--- src/rtl/nv_cmd_sequencer.sv ---
// nv_cmd_sequencer: frames an opcode, optional 24-bit address and payload bytes
// through the 8-bit Serializer under chip select, with a per-byte ser_done timeout.
module nv_cmd_sequencer #(
  parameter int LEN_W        = 8,
  parameter int CS_SETUP_CYC = 2,
  parameter int CS_HOLD_CYC  = 2,
  parameter int TIMEOUT_CYC  = 64
) (
  input  logic             clk,
  input  logic             reset,
  input  logic             cmd_valid,
  output logic             cmd_ready,
  input  logic [7:0]       cmd_opcode,
  input  logic             cmd_has_addr,
  input  logic [23:0]      cmd_addr,
  input  logic [LEN_W-1:0] cmd_len,
  input  logic [7:0]       wr_data,
  input  logic             wr_valid,
  output logic             wr_ready,
  output logic [7:0]       ser_data,
  output logic             ser_start,
  input  logic             ser_done,
  output logic             cs_n,
  output logic             busy,
  output logic             done,
  output logic             err
);

  localparam logic [2:0] IDLE  = 3'd0;
  localparam logic [2:0] SETUP = 3'd1;
  localparam logic [2:0] OPC   = 3'd2;
  localparam logic [2:0] ADDR  = 3'd3;
  localparam logic [2:0] FETCH = 3'd4;
  localparam logic [2:0] DATA  = 3'd5;
  localparam logic [2:0] HOLD  = 3'd6;
  localparam logic [2:0] FIN   = 3'd7;

  localparam int CNT_W = $clog2(TIMEOUT_CYC + CS_SETUP_CYC + CS_HOLD_CYC + 1);
  localparam logic [CNT_W-1:0] SETUP_LAST   = CNT_W'(CS_SETUP_CYC - 1);
  localparam logic [CNT_W-1:0] HOLD_LAST    = CNT_W'(CS_HOLD_CYC - 1);
  localparam logic [CNT_W-1:0] TIMEOUT_LAST = CNT_W'(TIMEOUT_CYC - 1);
  localparam logic [CNT_W-1:0] CNT_ONE      = CNT_W'(1);
  localparam logic [LEN_W-1:0] LEN_ONE      = LEN_W'(1);

  logic [2:0]       state;
  logic             waiting;
  logic [CNT_W-1:0] cyc_cnt;
  logic [LEN_W-1:0] remaining;
  logic [7:0]       opcode_q;
  logic [7:0]       data_q;
  logic             has_addr_q;
  logic [23:0]      addr_q;
  logic [1:0]       addr_idx;
  logic             err_q;
  logic             send_phase;
  logic [2:0]       after_header;
  logic [2:0]       after_byte;

  // Each byte phase is ISSUE (waiting=0) followed by WAIT (waiting=1).
  assign send_phase = (state == OPC) || (state == ADDR) || (state == DATA);
  assign ser_start  = send_phase && !waiting;
  assign cmd_ready  = (state == IDLE);
  assign busy       = (state != IDLE);
  assign wr_ready   = (state == FETCH);
  assign cs_n       = (state == IDLE) || (state == FIN);
  assign done       = (state == FIN);
  assign err        = err_q;

  always_comb begin
    after_header = (remaining != '0) ? FETCH : HOLD;
    case (state)
      OPC:     after_byte = has_addr_q ? ADDR : after_header;
      ADDR:    after_byte = (addr_idx == 2'd2) ? after_header : ADDR;
      default: after_byte = after_header;
    endcase
  end

  always_comb begin
    ser_data = 8'h00;
    case (state)
      OPC: ser_data = opcode_q;
      ADDR: begin
        case (addr_idx)
          2'd0:    ser_data = addr_q[23:16];
          2'd1:    ser_data = addr_q[15:8];
          default: ser_data = addr_q[7:0];
        endcase
      end
      DATA:    ser_data = data_q;
      default: ser_data = 8'h00;
    endcase
  end

  // cyc_cnt is shared: setup count, hold count and the WAIT timeout never overlap.
  always_ff @(posedge clk) begin
    if (reset) begin
      state      <= IDLE;
      waiting    <= 1'b0;
      cyc_cnt    <= '0;
      remaining  <= '0;
      opcode_q   <= '0;
      has_addr_q <= 1'b0;
      addr_q     <= '0;
      addr_idx   <= '0;
      data_q     <= '0;
      err_q      <= 1'b0;
    end else begin
      case (state)
        IDLE: begin
          if (cmd_valid) begin
            opcode_q   <= cmd_opcode;
            has_addr_q <= cmd_has_addr;
            addr_q     <= cmd_addr;
            remaining  <= cmd_len;
            addr_idx   <= '0;
            err_q      <= 1'b0;
            cyc_cnt    <= '0;
            waiting    <= 1'b0;
            state      <= SETUP;
          end
        end
        SETUP: begin
          if (cyc_cnt == SETUP_LAST) begin
            cyc_cnt <= '0;
            state   <= OPC;
          end else begin
            cyc_cnt <= cyc_cnt + CNT_ONE;
          end
        end
        OPC, ADDR, DATA: begin
          if (!waiting) begin
            waiting <= 1'b1;
            cyc_cnt <= '0;
          end else if (ser_done) begin
            waiting <= 1'b0;
            cyc_cnt <= '0;
            if (state == ADDR) addr_idx <= addr_idx + 2'd1;
            state <= after_byte;
          end else if (cyc_cnt == TIMEOUT_LAST) begin
            waiting <= 1'b0;
            err_q   <= 1'b1;
            cyc_cnt <= '0;
            state   <= HOLD;
          end else begin
            cyc_cnt <= cyc_cnt + CNT_ONE;
          end
        end
        FETCH: begin
          if (wr_valid) begin
            data_q    <= wr_data;
            remaining <= remaining - LEN_ONE;
            waiting   <= 1'b0;
            state     <= DATA;
          end
        end
        HOLD: begin
          if (cyc_cnt == HOLD_LAST) begin
            cyc_cnt <= '0;
            state   <= FIN;
          end else begin
            cyc_cnt <= cyc_cnt + CNT_ONE;
          end
        end
        FIN:     state <= IDLE;
        default: state <= IDLE;
      endcase
    end
  end

endmodule
--- config.mk ---
export PLATFORM = sky130hd
export DESIGN_NAME = nv_cmd_sequencer
export DESIGN_NICKNAME = d
export VERILOG_FILES = /design/src/rtl/nv_cmd_sequencer.sv
export SDC_FILE = /design/constraint.sdc
export NUM_CORES = 1
export LEC_CHECK = 0
export CORE_ASPECT_RATIO = 1.75
export CORE_MARGIN = 1.5
export CORE_UTILIZATION = 35
export CTS_CLUSTER_SIZE = 20
export DETAILED_ROUTE_END_ITERATION = 10
export PLACE_DENSITY_LB_ADDON = 0.3
export SETUP_SLACK_MARGIN = 0.02
export SLEW_MARGIN = 20
export SYNTH_ARGS = -nofsm -noshare
export SYNTH_HDL_FRONTEND = slang
export SYNTH_SLANG_ARGS = --single-unit
--- constraint.sdc ---
create_clock -name clk -period 4.9 [get_ports clk]
set_clock_uncertainty 0.05 [all_clocks]
set_input_delay 1.47 -clock clk [delete_from_list [all_inputs] [get_ports clk]]
set_output_delay 1.47 -clock clk [all_outputs]
set_load 0.03 [all_outputs]
==> impl_metrics.yaml <==
run_status:
  outcome: "complete, no violations"
synth:
  synth_seq_area_share: 0.394
  synthTopCellsByArea: "dfxtp_1 39%, nand2_1 15%, a21oi_1 9.8%"
  post_synth_xor_area_fraction: 0
  synth-edff-count: 0
  count_of_warnings_emitted_by_yosys: 0
  netlist.area_leader.share: 0.394
  post_synthesis_compound_gate_area_fraction: 0.246
  ys_dominant_reg_cell: "dfxtp_1"
  synth_top_family_by_area: "simple AND/OR/NAND/NOR gates"
  portion_of_netlist_area_occupied_by_mux_cells: 0.0133
  yosysUniqueCellTypes: 50
  synth.largest_area_cell: "dfxtp_1"
  syn-cell-area_mm2: 0.00320
  postSynthAreaPerCell_um2: 7.22
  synthCells: 444
  synthArstFlopShare: 0
  post_synth_fa_ha_maj_area_fraction: 0.0234
  yosys_register_bits: 63
  synth-simple-area-share: 0.273
  synthesis.nets: 504
critical_path:
  critPathMostFrequentCell: "o21ai_0"
  slowest_delay_ns: 0.72
  critical_path_arrival_ns: 2.72
  cell_with_the_biggest_individual_delay_on_the_critical_path: "clkdlybuf4s50_1"
  reg2reg_from: "state[2]"
  worstSetupEndpointType: "output port"
  critical_path_cell_by_cell: "inv_1 -> ha_1 -> nor2_1 -> nand2_1 -> nand3_1 -> o21ai_0 -> o21ai_0 -> clkdlybuf4s50_1"
  timing.critical_path.fanout_max: 9
  type_of_the_worst_setup_path: "reg2out"
  required_ns: 3.38
  timing.rr.end: "addr_q[3]"
  path_delay_family: "buffers and inverters"
  crit_path_start_kind: "flop"
  reg2reg_slack_ns: 2.54
  reg2reg_depth: 4
  worstPathBufferInverterCount: 2
timing:
  timing.final.crit_period_ns: 4.24
  timing.final.max_slew_violations: 0
  finalCritPeriodShare: 0.866
  worst_pin_slew_ns: 1.05
  max_freq_mhz: 236
  totalNegativeSetupSlack_ns: 0
  slew-limit-headroom: 0.300
  final-setup-viol-count: 0
  finalHoldViolCount: 0
  grt_setup_unrepaired: "no"
  fin_ws_ns: 0.656
place:
  port_buffers: 68
  place.detailed.hpwl_um: 6720
  finalWeightedCongestion: 0.830
  dpl.cell_count: 609
  dp_slack_ns: 1.03
floorplan:
  die_w_um: 75.3
  design.die.area_mm2: 0.00976
  core.rowCount: 46
  die_y_um: 130
  top_level_ports: 69
  floorplan.core_area_mm2: 0.00898
  start_util: 0.357
grt:
  globalRouteOverflowTotal: 0
  grt_use_met2: 0.362
  antenna_found_initial: 0
  grtUsageMet3: 0.0319
  grtUsageMet1: 0.214
  grt_pass1_wl_um: 14800
  grt_pass1_vias: 3116
  grt-busiest-layer: "met2"
  total_grt_usage: 0.202
  grt_start_max_net_pins: 35
clock_network:
  post_cts_setup_buffer_count: 0
  cts_resized: 0
  ctsRootBufferMaster: "clkbuf_16"
  cts-hold-fix-buffers: 0
  htree_num_levels: 3
  clock_sinks: 63
  cts_made_buffers: 9
  cts.path.max_buffers: 2
  clk_transition_reported_paths_ns: 0.05
  latest_clock_arrival_within_the_worst_skew_pair_ns: 0.33
  cts_tree: "built"
routing:
  vias: 3206
  vias_per_cell: 5.13
  drc_errors: 0
  drt_first_pass_iters: 5
  wl_per_cell_um: 14.4
  drt.antenna.violating_nets: 0
  wl_um: 9030
  drt-initial-drc-count: 181
pwr:
  power.density_cell_area_mw_per_mm2: 511
  p_total_mw: 2.15
  power.leakage_nw: 1.48
  ir_worst_vdd_mv: 0.354
finish:
  final_cells: 625
  fillers: 935
  antenna_cells_inserted: 0
  finish.net_count: 560
  area_growth_from_synthesis_to_layout_pct: 31.3
  layout.core_utilization: 0.469
  post_route_cells_drive_above_1_share: 0.0614
worst_hold_path:
  timing.hold.worst.class: "reg2reg"
  worst_hold_path.num_cells: 2
  hold-path-endpoint: "opcode_q[0]"
  min-delay-start: "opcode_q[0]"
flow_run:
  drv.max_cap_violation_count: 0
## placed cells by master, fill, tap and decap left out, types with 3 or more instances in the layout
cell	synthesis	layout
and3_1	3	3
nor2_1	19	19
o21bai_1	3	3
and2_1	3	3
o21ai_0	32	32
a211oi_1	6	6
ha_1	6	6
inv_1	8	8
a21oi_1	63	63
clkbuf_16	0	9
buf_4	5	4
nor2b_1	8	8
a22oi_1	8	8
o211ai_1	4	4
nand3_1	14	14
o22ai_1	4	4
dfxtp_1	63	63
nor3_1	7	7
or2_2	3	3
clkdlybuf4s50_1	0	67
nand2_1	127	127
## final cells by class
type	count	area (um2)	share of cell area
Tap cell	120	150	0.0357
Sequential cell	63	1260	0.300
Clock buffer	13	260	0.0618
Timing Repair Buffer	72	706	0.168
Clock inverter	3	17.5	0.00416
Inverter	9	33.8	0.00803
Multi-Input combinational cell	345	1780	0.423
## worst max-delay path by stage
stage / cells past startpoint / slack, ns / to / startpoint
floorplan: 8 / 1.40 / ser_data[0] / addr_idx[0]
global placement: 8 / 1.06 / ser_data[5] / addr_idx[0]
detailed placement: 8 / 1.03 / ser_data[0] / addr_idx[0]
CTS: 8 / 0.67 / ser_data[0] / addr_idx[0]
global route: 8 / 0.40 / ser_data[5] / addr_idx[0]
finish: 8 / 0.66 / ser_data[5] / addr_idx[0]
## routing by layer
layer  routed length [um]  up-vias
li1                     -     1649
met1                 3390     1462
met2                 4980       76
met3                  257       19
met4                  397        0
met5                    0        -
## state kept, by name, indices dropped and copies added, names as in the netlist
| name | cells |
|---|---|
| err | 1 |
| data_q | 8 |
| remaining | 8 |
| has_addr_q | 1 |
| opcode_q | 8 |
| waiting | 1 |
| addr_idx | 2 |
| cyc_cnt | 7 |
| addr_q | 24 |
| state | 3 |
## Yosys cell counts, types with 2 or more instances
library cell and n:
o21ai_0 32, dfxtp_1 63, buf_2 8, o21bai_1 3
or2_2 3, nor2_1 19, nand3b_1 2, a22oi_1 8
buf_4 5, nor3b_1 2, a21oi_1 63, mux2_2 2
nor3_1 7, and3_1 3, a31oi_1 2, and2_1 3
ha_1 6, o211ai_1 4, mux2i_1 2, or3_1 2
o22ai_1 4, o21ai_1 2, a211oi_1 6, nand3_1 14
nand2_1 127, inv_1 8, nor2b_1 8, clkbuf_1 14
## report_power, final
| group | internal [mW] | leakage (nW) | switching (mW) | total (mW) |
|---|---|---|---|---|
| Sequential | 0.617 | 0.515 | 0.117 | 0.734 |
| Clock | 0.368 | 0.136 | 0.219 | 0.587 |
| Combinational | 0.323 | 0.830 | 0.507 | 0.830 |
## per-stage QoR
stage,area [um2],hold slack (ns)
after global placement,3930,0.393
after floorplan,3200,0.383
after CTS,4210,0.403
final,4210,0.401
after detailed placement,3930,0.396
after global routing,4210,0.425
## tightest hold or removal path, cell delays in order, from the launching register on
cell     delay, ns
dfxtp_1       0.30
nand2_1       0.05
a21oi_1       0.05
## kinds of logic after synthesis
group / count (synthesis)
simple gates: 199
fa+ha+maj: 6
flops: 63
mux: 4
compound gates: 136
buf+inv: 36
(Power assumes the default switching activity.)
